--- src/rtl/stack_arbiter_if.sv ---
// Requester, response and stack-side signals of the two-port stack arbiter.
interface stack_arbiter_if #(
  parameter int unsigned DW = 4
);
  logic          req0_valid;
  logic          req0_op;
  logic [DW-1:0] req0_data;
  logic          req0_ready;
  logic          req1_valid;
  logic          req1_op;
  logic [DW-1:0] req1_data;
  logic          req1_ready;
  logic          rsp0_valid;
  logic          rsp1_valid;
  logic [DW-1:0] rsp_data;
  logic          rsp_err;
  logic          busy;
  logic          stk_push;
  logic          stk_pop;
  logic [DW-1:0] stk_data_in;
  logic [DW-1:0] stk_data_out;
  logic          stk_full;
  logic          stk_empty;

  modport slave (
    input  req0_valid, req0_op, req0_data, req1_valid, req1_op, req1_data,
           stk_data_out, stk_full, stk_empty,
    output req0_ready, req1_ready, rsp0_valid, rsp1_valid, rsp_data, rsp_err,
           busy, stk_push, stk_pop, stk_data_in
  );

  modport master (
    output req0_valid, req0_op, req0_data, req1_valid, req1_op, req1_data,
           stk_data_out, stk_full, stk_empty,
    input  req0_ready, req1_ready, rsp0_valid, rsp1_valid, rsp_data, rsp_err,
           busy, stk_push, stk_pop, stk_data_in
  );
endinterface

--- src/rtl/stack_arbiter.sv ---
// Round-robin arbiter serialising push/pop operations from two requesters
// onto a single stack, one operation every three cycles.
module stack_arbiter #(
  parameter int unsigned DW = 4
) (
  input  logic            clk,
  input  logic            rst_n,
  stack_arbiter_if.slave  bus
);

  typedef enum logic [1:0] {
    IDLE = 2'd0,
    EXEC = 2'd1,
    RESP = 2'd2
  } state_t;

  state_t        state;
  state_t        state_nx;
  logic          ptr;
  logic          owner;
  logic          op_q;
  logic          err_q;
  logic [DW-1:0] operand_q;

  logic          gnt0;
  logic          gnt1;
  logic          grant;
  logic          win;
  logic          win_op;
  logic          win_err;
  logic [DW-1:0] win_data;

  // State register
  always_ff @(posedge clk or negedge rst_n) begin
    if (!rst_n) state <= IDLE;
    else        state <= state_nx;
  end

  // Next-state logic
  always_comb begin
    state_nx = state;
    case (state)
      IDLE:    if (grant) state_nx = EXEC;
      EXEC:    state_nx = RESP;
      RESP:    state_nx = IDLE;
      default: state_nx = IDLE;
    endcase
  end

  // Grant decode; ready is held low during reset even though state reads IDLE
  always_comb begin
    gnt0 = 1'b0;
    gnt1 = 1'b0;
    if (state == IDLE && rst_n) begin
      gnt1 = bus.req1_valid & (~bus.req0_valid | ptr);
      gnt0 = bus.req0_valid & ~gnt1;
    end
  end

  assign grant          = gnt0 | gnt1;
  assign win            = gnt1;
  assign win_op         = win ? bus.req1_op : bus.req0_op;
  assign win_data       = win ? bus.req1_data : bus.req0_data;
  assign win_err        = win_op ? bus.stk_empty : bus.stk_full;
  assign bus.req0_ready = gnt0;
  assign bus.req1_ready = gnt1;
  assign bus.busy       = (state != IDLE);

  // Latch the granted operation, issue stack strobes, build the response
  always_ff @(posedge clk or negedge rst_n) begin
    if (!rst_n) begin
      ptr             <= 1'b0;
      owner           <= 1'b0;
      op_q            <= 1'b0;
      err_q           <= 1'b0;
      operand_q       <= '0;
      bus.stk_push    <= 1'b0;
      bus.stk_pop     <= 1'b0;
      bus.stk_data_in <= '0;
      bus.rsp0_valid  <= 1'b0;
      bus.rsp1_valid  <= 1'b0;
      bus.rsp_data    <= '0;
      bus.rsp_err     <= 1'b0;
    end else begin
      bus.stk_push <= 1'b0;
      bus.stk_pop  <= 1'b0;
      case (state)
        IDLE: begin
          if (grant) begin
            ptr             <= ~win;
            owner           <= win;
            op_q            <= win_op;
            err_q           <= win_err;
            operand_q       <= win_data;
            bus.stk_push    <= ~win_op & ~win_err;
            bus.stk_pop     <= win_op & ~win_err;
            bus.stk_data_in <= win_data;
          end
        end
        EXEC: begin
          // Pop data is sampled on the same edge the stack consumes the pop
          bus.rsp0_valid <= ~owner;
          bus.rsp1_valid <= owner;
          bus.rsp_err    <= err_q;
          bus.rsp_data   <= err_q ? '0 : (op_q ? bus.stk_data_out : operand_q);
        end
        RESP: begin
          bus.rsp0_valid <= 1'b0;
          bus.rsp1_valid <= 1'b0;
          bus.rsp_err    <= 1'b0;
          bus.rsp_data   <= '0;
        end
        default: begin
          bus.rsp0_valid <= 1'b0;
          bus.rsp1_valid <= 1'b0;
        end
      endcase
    end
  end

endmodule

--- src/flat_wrapper.sv ---
// flat-port wrapper written by rule: the top's interface ports become plain ports
module stack_arbiter_flat 
#(
  parameter int unsigned DW = 4
)
  (clk, rst_n, bus_req0_valid, bus_req0_op, bus_req0_data, bus_req1_valid, bus_req1_op, bus_req1_data, bus_stk_data_out, bus_stk_full, bus_stk_empty, bus_req0_ready, bus_req1_ready, bus_rsp0_valid, bus_rsp1_valid, bus_rsp_data, bus_rsp_err, bus_busy, bus_stk_push, bus_stk_pop, bus_stk_data_in);
  stack_arbiter_if #(.DW(DW)) bus_i ();
  input  logic clk;
  input  logic rst_n;
  input wire logic [$bits(bus_i.req0_valid)-1:0] bus_req0_valid;
  input wire logic [$bits(bus_i.req0_op)-1:0] bus_req0_op;
  input wire logic [$bits(bus_i.req0_data)-1:0] bus_req0_data;
  input wire logic [$bits(bus_i.req1_valid)-1:0] bus_req1_valid;
  input wire logic [$bits(bus_i.req1_op)-1:0] bus_req1_op;
  input wire logic [$bits(bus_i.req1_data)-1:0] bus_req1_data;
  input wire logic [$bits(bus_i.stk_data_out)-1:0] bus_stk_data_out;
  input wire logic [$bits(bus_i.stk_full)-1:0] bus_stk_full;
  input wire logic [$bits(bus_i.stk_empty)-1:0] bus_stk_empty;
  output wire logic [$bits(bus_i.req0_ready)-1:0] bus_req0_ready;
  output wire logic [$bits(bus_i.req1_ready)-1:0] bus_req1_ready;
  output wire logic [$bits(bus_i.rsp0_valid)-1:0] bus_rsp0_valid;
  output wire logic [$bits(bus_i.rsp1_valid)-1:0] bus_rsp1_valid;
  output wire logic [$bits(bus_i.rsp_data)-1:0] bus_rsp_data;
  output wire logic [$bits(bus_i.rsp_err)-1:0] bus_rsp_err;
  output wire logic [$bits(bus_i.busy)-1:0] bus_busy;
  output wire logic [$bits(bus_i.stk_push)-1:0] bus_stk_push;
  output wire logic [$bits(bus_i.stk_pop)-1:0] bus_stk_pop;
  output wire logic [$bits(bus_i.stk_data_in)-1:0] bus_stk_data_in;
  assign bus_i.req0_valid = bus_req0_valid;
  assign bus_i.req0_op = bus_req0_op;
  assign bus_i.req0_data = bus_req0_data;
  assign bus_i.req1_valid = bus_req1_valid;
  assign bus_i.req1_op = bus_req1_op;
  assign bus_i.req1_data = bus_req1_data;
  assign bus_i.stk_data_out = bus_stk_data_out;
  assign bus_i.stk_full = bus_stk_full;
  assign bus_i.stk_empty = bus_stk_empty;
  assign bus_req0_ready = bus_i.req0_ready;
  assign bus_req1_ready = bus_i.req1_ready;
  assign bus_rsp0_valid = bus_i.rsp0_valid;
  assign bus_rsp1_valid = bus_i.rsp1_valid;
  assign bus_rsp_data = bus_i.rsp_data;
  assign bus_rsp_err = bus_i.rsp_err;
  assign bus_busy = bus_i.busy;
  assign bus_stk_push = bus_i.stk_push;
  assign bus_stk_pop = bus_i.stk_pop;
  assign bus_stk_data_in = bus_i.stk_data_in;
  stack_arbiter #(.DW(DW)) u_core (.clk(clk), .rst_n(rst_n), .bus(bus_i));
endmodule
--- config.mk ---
export PLATFORM = sky130hd
export DESIGN_NAME = stack_arbiter_flat
export DESIGN_NICKNAME = d
export VERILOG_FILES = /design/src/rtl/stack_arbiter_if.sv /design/src/rtl/stack_arbiter.sv /design/src/flat_wrapper.sv
export SDC_FILE = /design/constraint.sdc
export NUM_CORES = 1
export LEC_CHECK = 0
export CAP_MARGIN = 20
export CORE_AREA = 2 2 70 45
export DETAILED_ROUTE_END_ITERATION = 8
export DIE_AREA = 0 0 72 47
export HOLD_SLACK_MARGIN = 0.02
export PLACE_DENSITY = 0.73
export SLEW_MARGIN = 10
export SYNTH_ARGS = -nofsm -noshare
export SYNTH_HDL_FRONTEND = slang
export SYNTH_SLANG_ARGS = --single-unit
--- constraint.sdc ---
create_clock -name clk -period 3.95 [get_ports clk]
set_input_delay 0.79 -clock clk [delete_from_list [all_inputs] [get_ports clk]]
set_output_delay 0.79 -clock clk [all_outputs]
set_load 0.03 [all_outputs]
======== Word-level counts from Yosys, hierarchy flattened ========
Index checks and enable logic that the tools add are counted.
storage, ports and cells
  register bits after elaboration ......... 19
  latch bits .............................. 0
  RAM bits ................................ 0
  bits in read-only memories .............. 0
  output and inout port bits .............. 16
  logic and storage cells ................. 49
  memories kept ........................... 0
cells by class
  $add $sub $neg .......................... 0
  multiply operators ...................... 0
  div/mod/pow operators ................... 0
  $lt $le $gt $ge ......................... 0
  equality and inequality tests ........... 3
  shifts and indexed selects .............. 0
  muxes and demuxes ....................... 17
  bitwise operators ....................... 12
  reductions and logical operators ........ 5
operators with widths
  cell                count
  $mux 4              3
  $mux 1              8
  $pmux 4 s2          1
  $not 1->1           6
  $pmux 1 s2          3
  $and 1x1->1         4
  $pmux 2 s2          1
  $reduce_bool 2->1   2
  $eq 2x1->1 const B  1
  $eq 2x2->1 const B  1
  $logic_not 2->1     1
  $mux 2              1
  $ne 2x1->1 const B  1
  $or 1x1->1          2
  $reduce_and 2->1    1
  $logic_and 1x1->1   1

======== Depth between registers and ports, before layout ========
Gate-level depths: netlist of the first run.
  word-level depth ........................ 10
  depth in mapped cells ................... 8
  depth with buffers taken out ............ 6

======== Worst setup path after synthesis of the first run ========
OpenSTA, ideal clock, no wires.
  path kind ............................... in2out
  start ................................... input port bus_req0_valid
  end ..................................... output port bus_req1_ready
  arrival time ............................ 1.503 ns
  path slack .............................. 1.657 ns
  stages on the path ...................... 2
  path buffers ............................ 0
  path through ............................ nor2b_1 -> nor2_1
between the ends
  word-level cells in the longest chain between the ends .. 4
ends and longest elaborated chain
  what                RTL line             source
  start: declaration  flat_wrapper.sv:10   input wire logic [$bits(bus_i.req0_valid)-1:0] bus_req0_valid;
  $not 1->1           stack_arbiter.sv:55  gnt1 = bus.req1_valid & (~bus.req0_valid | ptr);
  $or 1x1->1          stack_arbiter.sv:55
  $and 1x1->1         stack_arbiter.sv:55
  $mux 1              stack_arbiter.sv:54  if (state == IDLE && rst_n) begin
  end: declaration    flat_wrapper.sv:20   output wire logic [$bits(bus_i.req1_ready)-1:0] bus_req1_ready;
No other way between the ends.

======== Final worst setup path of the first run ========
  start ................................... input port rst_n
  end ..................................... output port bus_req1_ready
between the ends
  word-level cells in the longest chain between the ends .. 2
ends and longest elaborated chain
  what                RTL line             source
  start: declaration  flat_wrapper.sv:9    input logic rst_n;
  $logic_and 1x1->1   stack_arbiter.sv:54
  $mux 1              stack_arbiter.sv:54
No other way between the ends.

==> results of run 1 <==
layer usage:
layer  vias up  wire, microns
met4         0              9
met3         2            184
li1        369              -
met5         -              0
met1       316            934
met2        29            872
cell families after synthesis:
| group | count (synthesis) | synth area share, % |
|---|---|---|
| multiplexers | 5 | 5.442 |
| flip-flops | 19 | 51.70 |
| AO/OA/AOI/OAI | 20 | 14.42 |
| adder cells (fa/ha/maj) | 5 | 6.803 |
| buffers and inverters | 14 | 6.666 |
| AND/OR/NAND/NOR | 23 | 14.97 |
placed cells by master, fill, tap and decap left out:
| master | n |
|---|---|
| nor2b_1 | 2 |
| or3b_4 | 1 |
| a21o_1 | 1 |
| nand3b_1 | 1 |
| o22ai_1 | 4 |
| ha_1 | 5 |
| clkdlybuf4s50_1 | 35 |
| o21ai_0 | 7 |
| a222oi_1 | 3 |
| o21ai_1 | 2 |
| mux2i_1 | 5 |
| o211ai_1 | 1 |
| nand3_1 | 1 |
| nand2_1 | 10 |
| a211oi_2 | 1 |
| dfrtp_1 | 19 |
| and3_4 | 1 |
| clkinv_2 | 1 |
| nand2b_1 | 1 |
| nand3_4 | 1 |
| buf_4 | 1 |
| a21oi_1 | 1 |
| and2_2 | 1 |
| inv_1 | 11 |
| nor3_2 | 1 |
| nor2_1 | 3 |
| clkbuf_8 | 3 |
worst max-delay path by stage:
| stage | cells after the start | slack, ns | end |
|---|---|---|---|
| floorplan | 2 | 1.66 | bus_req1_ready |
| global placement | 4 | 0.65 | bus_req1_ready |
| detailed placement | 4 | 0.59 | bus_req1_ready |
| CTS | 4 | 0.59 | bus_req1_ready |
| global route | 4 | 0.53 | bus_req1_ready |
| finish | 4 | 0.59 | bus_req1_ready |
critical path, cell delays in order:
cell	delay (ns)
clkdlybuf4s50_1	0.55
nand3_4	0.10
nor2_1	0.37
clkdlybuf4s50_1	0.76
area by class of cell:
type                       count  area, sq um  share of cell area [%]
sequential                    19        475.5                   35.32
multi-input combinational     53        382.9                   28.44
timing repair buffer          36        357.8                   26.58
tap                           34        42.54                   3.160
clock buffer                   3        41.29                   3.067
inverter                      11        41.29                   3.067
clock inverter                 1        5.005                  0.3717
sequential cells by signal, indices dropped and copies added, names as in the netlist:
| register | count |
|---|---|
| u_core.op_q | 1 |
| u_core.ptr | 1 |
| u_core.bus.rsp0_valid | 1 |
| u_core.bus.stk_pop | 1 |
| u_core.bus.rsp1_valid | 1 |
| u_core.bus.rsp_err | 1 |
| u_core.operand_q | 4 |
| u_core.err_q | 1 |
| u_core.bus.rsp_data | 4 |
| u_core.owner | 1 |
| u_core.bus.stk_push | 1 |
| u_core.state | 2 |
metrics by stage:
| stage | instances | util (%) | area (sq um) |
|---|---|---|---|
| after floorplan | 86 | - | 919.6 |
| after global placement | 153 | 47.12 | 1300 |
| after detailed placement | 153 | 47.12 | 1300 |
| after CTS | 157 | 48.80 | 1346 |
| after global routing | 157 | 48.80 | 1346 |
| final | 157 | 48.80 | 1346 |
where the power goes:
group          total, mW  leakage (nW)  switching [mW]  internal (mW)
combinational      0.512         0.325           0.293          0.219
clock              0.133        0.0255          0.0627         0.0700
sequential         0.337         0.244          0.0618          0.275
==> summary.txt, run 1 <==
Place
  – Port Buffers: 35
  – Dpl ws: 0.5942 ns
  – GP Congestion: 0.6892
  – DPL Wire Length: 1.612 mm

Power and ir drop
  – Max IR drop VDD: 0.3220 mV
  – PwrDens: 729.0 nW/um^2
  – Final total power: 0.9814 mW
  – LEAKAGE: 0.5943 nW

Global route
  – Grt met2 use: 22.41%
  – Vias in the first global route: 720
  – First-pass GRT wire length: 3.263 mm
  – Initial antenna violation count: 0
  – Tot GR Track Use: 13.15%
  – Grt met1 use: 16.71%
  – Gr busiest metal: met2
  – Global route overflow: 0
  – GR Util met3: 4.936%
  – Largest net degree at the start of global routing: 21

Setup path
  – Critical path type: in -> out
  – Crit path launch type: input port
  – CP startpoint: rst_n
  – R2r setup slk: 2.01 ns
  – Crit Path Max Fanout: 6
  – Reg2reg end: u_core.operand_q[1]
  – Worst endpoint required time: 3.16 ns
  – R2R Path Start: u_core.state[0]
  – Crit path arrival time: 2.57 ns
  – R2r worst-path depth: 5
  – CP endpoint kind: output port

Synth
  – Synth Area per Inst: 10.69 sq um
  – Sequential fraction of the synthesis area: 51.70%
  – Yosys reg bits: 19
  – Post-synth top area share: 51.70%
  – Top-count cell post-synth: dfrtp_1
  – Post-synth EDFFs: 0
  – Synth Warn #: 0
  – Total nets after synthesis: 111
  – Ys flop type: dfrtp_1
  – Async S/R FF share, synth: 100.0%
  – Synth Cell Area: 919.6 sq um
  – Cell taking the most area after synthesis: dfrtp_1
  – Distinct cells, synth: 26
  – Largest cells by area after synthesis: dfrtp_1 (52%), ha_1 (6.8%), mux2i_1 (5.4%)
  – Most common library cells after synthesis: dfrtp_1 (19), inv_1 (11), nand2_1 (10)
  – Cells after Synth: 86

STA
  – Sum of negative setup slack: 0 ns
  – Final setup fails: 0
  – Final Worst Setup Slack: 0.5921 ns
  – Slew HR: 43.52%
  – Skew final: 0.002244 ns
  – Worst hold slack: 0.4861 ns
  – Slew Limit Fails: 0
  – Min Tclk post-route: 3.358 ns
  – RSZ-0062 raised after global routing: no
  – Slew at the pin closest to its max-slew limit: 0.8435 ns
  – Final Cycle Share: 85.01%
  – Final hold viol count: 0
  – F_max: 297.8 MHz

Die
  – Initial Utilization: 33.33%
  – Die height: 47 microns
  – Row Count: 15
  – Io pins: 36
  – Core Box Area: 2759 sq um
  – Die area: 3384 sq um
  – Die X: 72 microns

Route
  – Avg WL per Cell: 12.74 microns
  – Vias: 716
  – DRT iter0 DRCs: 55
  – 1st-pass router iterations: 4
  – Vias per cell: 4.561
  – Drt drc: 0
  – Routed Antenna Nets: 0
  – Routed wire length: 2.000 mm

Clock tree
  – Clk sinks: 19
  – PostCTS Resize Cnt: 0
  – CTS tree: yes
  – Number of post-CTS setup repair buffers: 0
  – Clk pin slew, worst setup/hold paths: 0.07 ns
  – Clock Tree Buf Depth: 2
  – Clk_lat worst skew: 0.25 ns
  – CTS root buf: clkbuf_8
  – # hold bufs at CTS: 0
  – Cts bufs inserted: 3
  – H-tree levels: 1

Cells and area
  – Area added between synthesis and finish: 46.39%
  – Layout cell share with drive strength beyond 1: 8.943%
  – Filler instances: 251
  – Number of inserted diodes: 0
  – Nets: 149

Hold path
  – Hold Path Class: reg -> reg
  – Hold Crit Endpoint: u_core.bus.rsp0_valid
  – Worst hold start: u_core.bus.rsp0_valid
  – Hold Path Depth: 2

Run status
  – Status: completed

Job
  – Max-cap viol count: 0
(Power assumes the default switching activity.)
==> inputs of run 2 (changes only) <==
--- a/config.mk
+++ b/config.mk
@@ -10,7 +10,7 @@
 export DETAILED_ROUTE_END_ITERATION = 8
 export DIE_AREA = 0 0 72 47
 export HOLD_SLACK_MARGIN = 0.02
-export PLACE_DENSITY = 0.73
+export PLACE_DENSITY_LB_ADDON = 0.3
 export SLEW_MARGIN = 10
 export SYNTH_ARGS = -nofsm -noshare
 export SYNTH_HDL_FRONTEND = slang
==> summary.txt, run 2 (synthesis results as in run 1) <==
Power and ir drop
  – Net switching power: 0.4155 mW
  – Clock share of power: 13.6%
  – Sw Share: 42.41%
  – Logic pwr share: 52.0%
  – Max IR drop VDD: 0.2836 mV
  – PwrDens: 731.0 nW/um^2
  – Flop pwr share: 34.4%
  – Pint: 0.5641 mW
  – LEAKAGE: 0.5953 nW
  – Final total power: 0.9796 mW

STA
  – Skew final: 0.003086 ns
  – Sum of negative setup slack: 0 ns
  – Final Cycle Share: 74.15%
  – F_max: 341.4 MHz
  – Final setup fails: 0
  – Slew Limit Fails: 0
  – Slew HR: 44.87%
  – Final hold viol count: 0
  – Slew at the pin closest to its max-slew limit: 0.8234 ns
  – Worst hold slack: 0.4891 ns
  – Min Tclk post-route: 2.929 ns
  – RSZ-0062 raised after global routing: no

Clock tree
  – H-tree levels: 1
  – Clk sinks: 19
  – Clock Tree Buf Depth: 2
  – Cts bufs inserted: 3
  – PostCTS Resize Cnt: 0
  – Clk_lat worst skew: 0.25 ns
  – CTS root buf: clkbuf_8
  – # hold bufs at CTS: 0
  – Number of post-CTS setup repair buffers: 0
  – Clk pin slew, worst setup/hold paths: 0.07 ns
  – CTS tree: yes

Setup path
  – CP cell instances: clkdlybuf4s50_1 > nand3_4 > nor2_1 > buf_4
  – Critical-path top delay cell: clkdlybuf4s50_1
  – CP peak stage delay: 0.59 ns
  – Crit Path Max Fanout: 6
  – CP startpoint: rst_n
  – CP endpoint kind: output port
  – R2R Path Start: u_core.state[0]
  – Worst endpoint required time: 3.16 ns
  – Critical path type: in -> out
  – Crit path launch type: input port
  – End of the critical path: bus_req1_ready
  – R2r worst-path depth: 5
  – R2r setup slk: 2.01 ns
  – Crit path arrival time: 2.14 ns
  – Reg2reg end: u_core.err_q

Place
  – GP Congestion: 0.7075
  – Port Buffers: 35
  – DPL Wire Length: 1.619 mm

Route
  – Vias: 758
  – 1st-pass router iterations: 6
  – Routed Antenna Nets: 0
  – Drt drc: 0
  – Avg WL per Cell: 13.17 microns
  – Vias per cell: 4.828
  – DRT iter0 DRCs: 46
  – Routed wire length: 2.067 mm

Global route
  – Largest net degree at the start of global routing: 21
  – Grt met2 use: 21.48%
  – GR Util met3: 5.794%
  – Vias in the first global route: 729
  – Initial antenna violation count: 0
  – Tot GR Track Use: 13.96%
  – Gr busiest metal: met2
  – Grt met1 use: 18.25%
  – First-pass GRT wire length: 3.394 mm
  – Global route overflow: 0

Cells and area
  – Area added between synthesis and finish: 45.71%
  – Biggest regs: u_core.bus.rsp_data x4, u_core.operand_q x4, u_core.state x2
  – Number of inserted diodes: 0
  – Layout cell share with drive strength beyond 1: 9.756%
  – Commonest non-fill, non-tap cell in the layout: clkdlybuf4s50_1
  – Nets: 149
  – Commonest cells after routing, fill and taps aside: clkdlybuf4s50_1 (33), dfrtp_1 (19), inv_1 (11)

Die
  – Io pins: 36
  – Die height: 47 microns
  – Initial Utilization: 33.33%
  – Die area: 3384 sq um
  – Row Count: 15
  – Die X: 72 microns
  – Core Box Area: 2759 sq um

Run status
  – Status: completed

Hold path
  – Hold Path Class: reg -> reg
  – Hold Path Depth: 2

Job
  – Max-cap viol count: 0
run 2: worst max-delay path: cells and delay by family:
kind                   cells  cell delay, ns
buffers and inverters      2            0.84
AND/OR/NAND/NOR            2            0.51
run 2: through the flow:
stage | utilization, % | cells | setup slack (ns) | area (sq um)
floorplan | - | 86 | 1.657 | 919.6
global placement | 46.94 | 153 | 1.075 | 1295
detailed placement | 46.94 | 153 | 1.033 | 1295
CTS | 48.57 | 157 | 1.021 | 1340
global route | 48.57 | 157 | 0.9458 | 1340
finish | 48.57 | 157 | 1.021 | 1340
run 2: final cells by class:
cell class / count / area, sq um
inverters: 11 / 41.29
multi-input cells: 53 / 382.9
flip-flops and latches: 19 / 475.5
fillers: 253 / 1419
clock buffers: 4 / 45.04
repair buffers: 36 / 352.8
well taps: 34 / 42.54
run 2: metal layers:
| metal | wire, microns | vias to the layer above |
|---|---|---|
| met4 | 8 | 0 |
| met3 | 142 | 2 |
| met1 | 961 | 358 |
| met2 | 954 | 31 |
| li1 | - | 367 |
| met5 | 0 | - |
run 2: how the worst min path moves through the flow:
stage                                      from                    end
after floorplan                    u_core.owner           u_core.owner
after global placement    u_core.bus.rsp1_valid  u_core.bus.rsp1_valid
after detailed placement  u_core.bus.rsp0_valid  u_core.bus.rsp0_valid
after CTS                 u_core.bus.rsp0_valid  u_core.bus.rsp0_valid
after global routing               u_core.owner           u_core.owner
final                     u_core.bus.rsp0_valid  u_core.bus.rsp0_valid
run 2: power groups by stage:
stage	Combinational, mW	Clock [mW]	Sequential [mW]
floorplan	0.247	0	0.420
global route	0.555	0.151	0.349
finish	0.510	0.133	0.337
global placement	0.504	0	0.338
detailed placement	0.512	0	0.341
CTS	0.515	0.138	0.338
